--- config.mk ---
export PLATFORM = sky130hd
export DESIGN_NAME = stack_arbiter_2ch
export DESIGN_NICKNAME = d
export VERILOG_FILES = /design/src/rtl/stack_arb_pkg.sv /design/src/rtl/stack_arbiter_2ch_rr_arb2.sv /design/src/rtl/stack_arbiter_2ch.sv
export SDC_FILE = /design/constraint.sdc
export NUM_CORES = 1
export LEC_CHECK = 0
export CORE_MARGIN = 3
export CORE_UTILIZATION = 45
export DETAILED_ROUTE_END_ITERATION = 12
export PLACE_DENSITY = 0.81
export RECOVER_POWER = 50
export SKIP_LAST_GASP = 1
export SLEW_MARGIN = 20
export SYNTH_ARGS = -nofsm -noshare
export SYNTH_HDL_FRONTEND = slang
export SYNTH_SLANG_ARGS = --single-unit
--- constraint.sdc ---
create_clock -name clk -period 2.5 [get_ports clk]
set_clock_uncertainty 0.05 [all_clocks]
set_input_delay 0.375 -clock clk [delete_from_list [all_inputs] [get_ports clk]]
set_output_delay 0.375 -clock clk [all_outputs]
set_load 0.01 [all_outputs]
--- src/rtl/stack_arb_pkg.sv ---
// Shared constants for the two-client stack arbiter.
// Optional local precheck: STACK_ARB_PRECHECK_EN.
package stack_arb_pkg;

  localparam int DW_DEF = 8;

  localparam logic [1:0] CMD_NOP  = 2'b00;
  localparam logic [1:0] CMD_CLR  = 2'b01;
  localparam logic [1:0] CMD_PUSH = 2'b10;
  localparam logic [1:0] CMD_POP  = 2'b11;

  typedef enum logic [1:0] {
    ST_IDLE  = 2'd0,
    ST_ISSUE = 2'd1,
    ST_WAIT  = 2'd2,
    ST_RESP  = 2'd3
  } state_t;

endpackage

--- src/rtl/stack_arbiter_2ch_rr_arb2.sv ---
// Two-way round-robin pick; rr_last names the most recent winner.
// Reset favours client 0 on the first tie.
module rr_arb2 (
  input  logic       clk,
  input  logic       rst_n,
  input  logic       en,
  input  logic [1:0] req,
  output logic [1:0] gnt
);

  logic rr_last;

  always_comb begin
    gnt[0] = en & req[0] & (~req[1] | rr_last);
    gnt[1] = en & req[1] & (~req[0] | ~rr_last);
  end

  always_ff @(posedge clk or negedge rst_n) begin
    if (!rst_n) begin
      rr_last <= 1'b1;
    end else if (|gnt) begin
      rr_last <= gnt[1];
    end
  end

endmodule

--- src/rtl/stack_arbiter_2ch.sv ---
// Serialises clear/push/pop from two clients onto one stack_8x8.
// Define STACK_ARB_PRECHECK_EN to reject push-full/pop-empty locally.
module stack_arbiter_2ch
  import stack_arb_pkg::*;
#(
  parameter int DW      = DW_DEF,
  parameter int RSP_LAT = 2
) (
  input  logic          clk,
  input  logic          rst_n,
  input  logic          req0,
  input  logic [1:0]    cmd0,
  input  logic [DW-1:0] din0,
  output logic          gnt0,
  output logic          rsp_vld0,
  input  logic          req1,
  input  logic [1:0]    cmd1,
  input  logic [DW-1:0] din1,
  output logic          gnt1,
  output logic          rsp_vld1,
  output logic [DW-1:0] rsp_data,
  output logic          rsp_err,
  output logic          busy,
  output logic [1:0]    stk_cmd,
  output logic [DW-1:0] stk_din,
  input  logic [DW-1:0] stk_dout,
  input  logic          stk_full,
  input  logic          stk_empty,
  input  logic          stk_error
);

  localparam int CW = 3;
  localparam logic [CW-1:0] CNT_END = CW'(RSP_LAT - 1);

  state_t          state;
  logic            owner;
  logic [1:0]      cmd_q;
  logic [CW-1:0]   cnt;
  logic [1:0]      qual;
  logic [1:0]      gnt;
  logic [1:0]      sel_cmd;
  logic [DW-1:0]   sel_din;
  logic            reject;

  assign qual[0] = req0 & (cmd0 != CMD_NOP);
  assign qual[1] = req1 & (cmd1 != CMD_NOP);

  rr_arb2 u_rr (
    .clk   (clk),
    .rst_n (rst_n),
    .en    (state == ST_IDLE),
    .req   (qual),
    .gnt   (gnt)
  );

  assign gnt0    = gnt[0];
  assign gnt1    = gnt[1];
  assign sel_cmd = gnt[1] ? cmd1 : cmd0;
  assign sel_din = gnt[1] ? din1 : din0;
  assign busy    = (state != ST_IDLE);

`ifdef STACK_ARB_PRECHECK_EN
  assign reject = ((sel_cmd == CMD_PUSH) && stk_full) ||
                  ((sel_cmd == CMD_POP) && stk_empty);
`else
  logic unused_flags;
  assign unused_flags = stk_full ^ stk_empty;
  assign reject = 1'b0;
`endif

  always_ff @(posedge clk or negedge rst_n) begin
    if (!rst_n) begin
      state    <= ST_IDLE;
      owner    <= 1'b0;
      cmd_q    <= CMD_NOP;
      cnt      <= '0;
      stk_cmd  <= CMD_NOP;
      stk_din  <= '0;
      rsp_vld0 <= 1'b0;
      rsp_vld1 <= 1'b0;
      rsp_data <= '0;
      rsp_err  <= 1'b0;
    end else begin
      unique case (state)
        ST_IDLE: begin
          if (|gnt) begin
            owner   <= gnt[1];
            cmd_q   <= sel_cmd;
            stk_din <= sel_din;
            if (reject) begin
              // rejected locally: answer without touching the stack
              state    <= ST_RESP;
              rsp_err  <= 1'b1;
              rsp_vld0 <= ~gnt[1];
              rsp_vld1 <= gnt[1];
            end else begin
              state   <= ST_ISSUE;
              stk_cmd <= sel_cmd;
            end
          end
        end
        ST_ISSUE: begin
          stk_cmd <= CMD_NOP;
          cnt     <= '0;
          state   <= ST_WAIT;
        end
        ST_WAIT: begin
          if (cnt == CNT_END) begin
            state    <= ST_RESP;
            rsp_err  <= stk_error;
            rsp_vld0 <= ~owner;
            rsp_vld1 <= owner;
            if (cmd_q == CMD_POP) begin
              rsp_data <= stk_dout;
            end
          end else begin
            cnt <= cnt + 1'b1;
          end
        end
        ST_RESP: begin
          rsp_vld0 <= 1'b0;
          rsp_vld1 <= 1'b0;
          state    <= ST_IDLE;
        end
        default: state <= ST_IDLE;
      endcase
    end
  end

endmodule

# Word-level counts from Yosys, hierarchy flattened
# Index checks and enable logic that the tools add are counted.
[totals]
ff_bits = 30
in_bits = 35
out_inout_bits = 24
wordCells = 60
[op_classes]
n_addsub = 1
eq_ne = 8
muxes = 13
bitwise = 12
n_reduce_logical = 15
[op_table]
columns = ["op", "count"]
rows = [
  ["$reduce_and A2 Y1", 6],
  ["$reduce_bool A2 Y1", 6],
  ["$mux W2", 4],
  ["$mux W8", 1],
  ["$pmux W2 S4", 1],
  ["$and A1 B1 Y1", 6],
  ["$eq A2 B2 Y1 const B", 3],
  ["$ne A2 B2 Y1 const B", 3],
  ["$pmux W3 S2", 1],
  ["$not A1 Y1", 4],
  ["$pmux W1 S2", 2],
  ["$pmux W2 S2", 1],
  ["$add A3 B1 Y3 const B", 1],
  ["$eq A3 B1 Y1 const B", 1],
  ["$mux W3", 1],
  ["$reduce_and A3 Y1", 1],
  ["$eq A2 B1 Y1 const B", 1],
  ["$logic_not A2 Y1", 1],
  ["$mux W1", 2],
  ["$or A1 B1 Y1", 2],
  ["$reduce_or A2 Y1", 1],
]

# Logic depth before layout (Yosys ltp)
[depth]
word_depth = 8
mapped_depth = 7
mapped_depth_nobuf = 5

# Hierarchy
# From an unflattened synthesis, not the netlist that was laid out.
[unflattened]
cells_unflattened = 126
area_unflattened_um2 = 1492.7
[by_module_without_submodules]
columns = ["mod", "n_inst", "cells_each", "area_each_um2", "seq_area_each_um2"]
rows = [
  ["stack_arbiter_2ch", 1, 118, 1430.1, 725.7],
  ["rr_arb2", 1, 8, 62.6, 26.3],
]

# Worst setup path before layout
# Ideal clock, no wire load.
[synth_path]
path_type = "reg2out"
start = "register state[0]"
end = "output gnt0"
t_arrival_ns = 1.264
required_time_ns = 2.075
slack_ns = 0.811
path_stages_with_launch = 7
path_buffers = 2
path_cell_list = "dfrtp_1 > inv_1 > ha_1 > buf_4 > o211ai_4 > buf_2 > nor2_1"
[synth_between]
elab_chain_cells = 3
[synth_lines]
columns = ["item", "line", "rtl"]
rows = [
  ["start, declared", "stack_arbiter_2ch.sv:35", "state_t state;"],
  ["start signal, assigned", "stack_arbiter_2ch.sv:73", "state <= ST_IDLE;"],
  ["start signal, assigned", "stack_arbiter_2ch.sv:92", "state <= ST_RESP;"],
  ["start signal, assigned", "stack_arbiter_2ch.sv:97", "state <= ST_ISSUE;"],
  ["$logic_not A2 Y1", "stack_arbiter_2ch.sv:51", ".en (state == ST_IDLE),"],
  ["$and A1 B1 Y1 (2 in a row)", "stack_arbiter_2ch_rr_arb2.sv:14", "gnt[0] = en & req[0] & (~req[1] | rr_last);"],
  ["end, declared", "stack_arbiter_2ch.sv:14", "output logic gnt0,"],
]
# No other way between the ends.

# Worst setup path in the final report
# Ends and elaborated chain as after synthesis.

==> flow_results.xml <==
<?xml version="1.0" encoding="UTF-8"?>
<metrics>
  <group name="timing">
    <metric name="final_worst_hold_slack" unit="ns">0.468</metric>
    <metric name="setup_ws" unit="ns">0.123</metric>
    <metric name="slew_viol_final" unit="">31</metric>
    <metric name="tightest_slew" unit="ns">1.60</metric>
    <metric name="timing.final.hold_violations" unit="">0</metric>
    <metric name="setup_viol" unit="">0</metric>
    <metric name="slew_headroom" unit="%">-6.50</metric>
    <metric name="final_period_minus_worst_setup_slack" unit="ns">2.38</metric>
    <metric name="tns" unit="ns">0</metric>
    <metric name="timing.fmax" unit="MHz">421</metric>
    <metric name="unrepaired_setup_endpoints_after_global_routing" unit="">false</metric>
    <metric name="final_min_period_over_clock_period" unit="%">95.1</metric>
  </group>
  <group name="routing">
    <metric name="pre_antenna_drt_iters" unit="">4</metric>
    <metric name="drt_drc_violations_left" unit="">0</metric>
    <metric name="routed_wirelength" unit="µm">4020</metric>
    <metric name="detailroute.via_count" unit="">1396</metric>
    <metric name="detail_route.wl_per_cell" unit="µm">16.1</metric>
    <metric name="drt_first_iter_violations" unit="">64</metric>
    <metric name="average_via_count_per_standard_cell" unit="">5.58</metric>
    <metric name="antenna_violating_nets_post_route" unit="">0</metric>
  </group>
  <group name="grt">
    <metric name="grt_total_ovfl" unit="">0</metric>
    <metric name="grt_pass1_vias" unit="">1425</metric>
    <metric name="grt_start_max_net_pins" unit="">31</metric>
    <metric name="global_route.usage.total" unit="%">20.3</metric>
    <metric name="grt_first_pass_wirelength" unit="µm">6680</metric>
    <metric name="antenna_found_initial" unit="">0</metric>
  </group>
  <group name="synthesis">
    <metric name="synth-warning-count" unit="">0</metric>
    <metric name="complex_gate_fraction_of_the_synthesized_area" unit="%">17.7</metric>
    <metric name="yosys.cell_types.count" unit="">33</metric>
    <metric name="muxShareOfSynthArea" unit="%">8.15</metric>
    <metric name="synth_xor_xnor_area_share" unit="%">0</metric>
    <metric name="synth_area_per_cell" unit="µm²">11.0</metric>
    <metric name="synth_fa_ha_area_share" unit="%">5.59</metric>
    <metric name="synth_area" unit="µm²">1570</metric>
    <metric name="synth_top_family_by_area" unit="">compound AO/OA/AOI/OAI gates</metric>
    <metric name="net_count_after_synthesis" unit="">184</metric>
    <metric name="synth_seq_cells" unit="">30</metric>
    <metric name="synth-simple-area-share" unit="%">16.1</metric>
    <metric name="yosysSeqAreaShare" unit="%">48.0</metric>
    <metric name="synthCells" unit="">142</metric>
  </group>
  <group name="run_status">
    <metric name="outcome" unit="">finished with violations</metric>
    <metric name="violated_checks" unit="">max-capacitance violations, max-slew violations</metric>
  </group>
  <group name="worst_setup_path">
    <metric name="timing.critical_path.fanout_max" unit="">6</metric>
    <metric name="critPathRequiredTime" unit="ns">2.08</metric>
    <metric name="criticalPathCategory" unit="">flop to output port</metric>
    <metric name="crit_path_start_kind" unit="">flop</metric>
    <metric name="cp-end-kind" unit="">output port</metric>
    <metric name="timing.critical_path.arrival" unit="ns">1.95</metric>
  </group>
  <group name="floorplan">
    <metric name="pin_count" unit="">59</metric>
    <metric name="initial_utilization" unit="%">49.3</metric>
    <metric name="die_w" unit="µm">65</metric>
    <metric name="fp.coreArea" unit="µm²">3180</metric>
    <metric name="std_cell_rows" unit="">20</metric>
    <metric name="die_y" unit="µm">65</metric>
    <metric name="die-area" unit="µm²">4230</metric>
  </group>
  <group name="clocking">
    <metric name="ctsHtreeMaxLevel" unit="">2</metric>
    <metric name="clock_tree.buffer_depth" unit="">2</metric>
    <metric name="clkTransAtPathRegs" unit="ns">0.09</metric>
    <metric name="ctsRootBufferMaster" unit="">sky130_fd_sc_hd__clkbuf_4</metric>
    <metric name="tritoncts_num_sinks" unit="">30</metric>
    <metric name="cts_tree" unit="">done</metric>
    <metric name="insertion_delay" unit="ns">0.32</metric>
    <metric name="numCtsBuffers" unit="">5</metric>
    <metric name="hold_buffers" unit="">0</metric>
  </group>
  <group name="power_and_ir_drop">
    <metric name="power.net_switching" unit="mW">0.913</metric>
    <metric name="p_int" unit="mW">1.58</metric>
    <metric name="combPwrFrac" unit="%">52.6</metric>
    <metric name="leakagePower" unit="nW">0.971</metric>
    <metric name="p_total" unit="mW">2.49</metric>
    <metric name="share_clk_of_total_power" unit="%">11.8</metric>
    <metric name="pwr_density_cell" unit="nW/µm²">1100</metric>
    <metric name="power.share.sequential" unit="%">35.6</metric>
    <metric name="power.ir.vdd_worst" unit="mV">0.631</metric>
    <metric name="power.share.switching" unit="%">36.7</metric>
  </group>
  <group name="placement">
    <metric name="placed_cells" unit="">242</metric>
    <metric name="portBuffers" unit="">56</metric>
    <metric name="hpwlAfterDp" unit="µm">3020</metric>
    <metric name="placement.cell_area" unit="µm²">2200</metric>
    <metric name="gp_routability_congestion" unit="">0.810</metric>
    <metric name="dp_slack" unit="ns">0.215</metric>
  </group>
  <group name="finish">
    <metric name="fin_area" unit="µm²">2260</metric>
    <metric name="layout_commonest_cell" unit="">sky130_fd_sc_hd__clkdlybuf4s50_1</metric>
    <metric name="most-common-layout-cells" unit="">sky130_fd_sc_hd__clkdlybuf4s50_1 (55), sky130_fd_sc_hd__nand3_1 (34), sky130_fd_sc_hd__dfrtp_1 (29), sky130_fd_sc_hd__mux2_2 (10), sky130_fd_sc_hd__o211ai_1 (9)</metric>
    <metric name="fin_util" unit="%">71.1</metric>
    <metric name="antenna_cells" unit="">0</metric>
    <metric name="area_delta_synth_final" unit="%">44.2</metric>
    <metric name="finalNonFillerCells" unit="">250</metric>
    <metric name="num-nets-final" unit="">247</metric>
    <metric name="drive_above_1_share" unit="%">16.0</metric>
  </group>
  <group name="job">
    <metric name="drv.max_cap_violation_count" unit="">1</metric>
  </group>
  <group name="hold_path">
    <metric name="hp-class" unit="">flop to flop</metric>
  </group>
</metrics>
[power groups by stage]
stage,Combinational (mW),Clock (mW),Sequential (mW)
2_1_floorplan,0.672,0,0.929
3_3_place_gp,1.26,0,0.882
3_5_place_dp,1.30,0,0.898
4_1_cts,1.30,0.308,0.886
5_1_grt,1.43,0.336,0.923
6_report,1.31,0.294,0.887
[synth_stat cells, drive strengths merged]
| cell type | count | share of area, % |
|---|---|---|
| nand3 | 34 | 11 |
| dfrtp | 29 | 46 |
| mux2 | 11 | 8.1 |
| o211ai | 11 | 6.8 |
| buf | 7 | 2.7 |
| ha | 7 | 5.6 |
| nor2 | 6 | 1.9 |
| a22o | 5 | 2.8 |
| inv | 5 | 1.2 |
| a32oi | 3 | 2.2 |
| a21oi | 2 | 0.64 |
| a31o | 2 | 1.1 |
| clkbuf | 2 | 0.48 |
| nand2 | 2 | 0.48 |
| nand4 | 2 | 0.80 |
| o2111ai | 2 | 1.1 |
| o211a | 2 | 1.3 |
| and2 | 1 | 0.40 |
| dfstp | 1 | 1.7 |
| nand2b | 1 | 0.40 |
| nand3b | 1 | 0.48 |
| nor3 | 1 | 0.32 |
| nor3b | 1 | 0.48 |
| o21a | 1 | 0.48 |
| o21ai | 1 | 0.32 |
| o22ai | 1 | 0.40 |
| o32a | 1 | 0.64 |
[registers in the layout, indices dropped and copies added (netlist names)]
register	count
rsp_vld1	1
owner	1
stk_din	8
cmd_q	2
u_rr.rr_last	1
cnt	3
stk_cmd	2
state	2
rsp_data	8
rsp_err	1
rsp_vld0	1
[worst max-delay path, cell delays in order, from the launching register on]
cell                              delay [ns]
sky130_fd_sc_hd__dfrtp_1                0.42
sky130_fd_sc_hd__inv_1                  0.15
sky130_fd_sc_hd__ha_4                   0.19
sky130_fd_sc_hd__buf_4                  0.15
sky130_fd_sc_hd__o211ai_4               0.07
sky130_fd_sc_hd__nor2_1                 0.11
sky130_fd_sc_hd__clkdlybuf4s50_1        0.54
[cell type report]
type / count / area (µm²)
timing repair buffer: 65 / 621
multi-input combinational: 98 / 753
fill: 235 / 918
clock buffer: 7 / 55.1
tap: 44 / 55.1
sequential: 30 / 752
inverter: 5 / 18.8
clock inverter: 1 / 5.00
[metal layers]
layer	global-route usage, %	vias up	wire [µm]
met4	6.33	0	37
met5	0	-	0
met3	7.11	4	236
li1	-	662	-
met1	25.4	689	1660
met2	33.0	41	2080
[logic make-up (layout without fill, tap and decap cells)]
group	count (synthesis)	after routing
multiplexers	11	11
adder cells (fa/ha/maj)	7	7
AO/OA/AOI/OAI	31	31
buffers and inverters	14	78
AND/OR/NAND/NOR	49	49
flip-flops	30	30
[path summary, 6_finish.rpt]
kind / startpoint / end / slack (ns) / depth (start not counted)
setup / recovery: state[0] / gnt0 / 0.12 / 6
hold / removal: rsp_data[5] / rsp_data[5] / 0.47 / 1
setup reg to reg: state[1] / stk_cmd[0] / 0.39 / 7
hold reg to reg: rsp_data[5] / rsp_data[5] / 0.47 / 1
max in group asynchronous: rst_n / stk_din[2] / 0.54 / 2
min in group asynchronous: rst_n / cnt[0] / 0.93 / 2
[repair_timing]
item / in CTS / in global routing
endpoints found under the setup margin: 0 / 2
resized for setup: 0 / 2
setup buffers: 0 / 0
(Power assumes the default switching activity.)
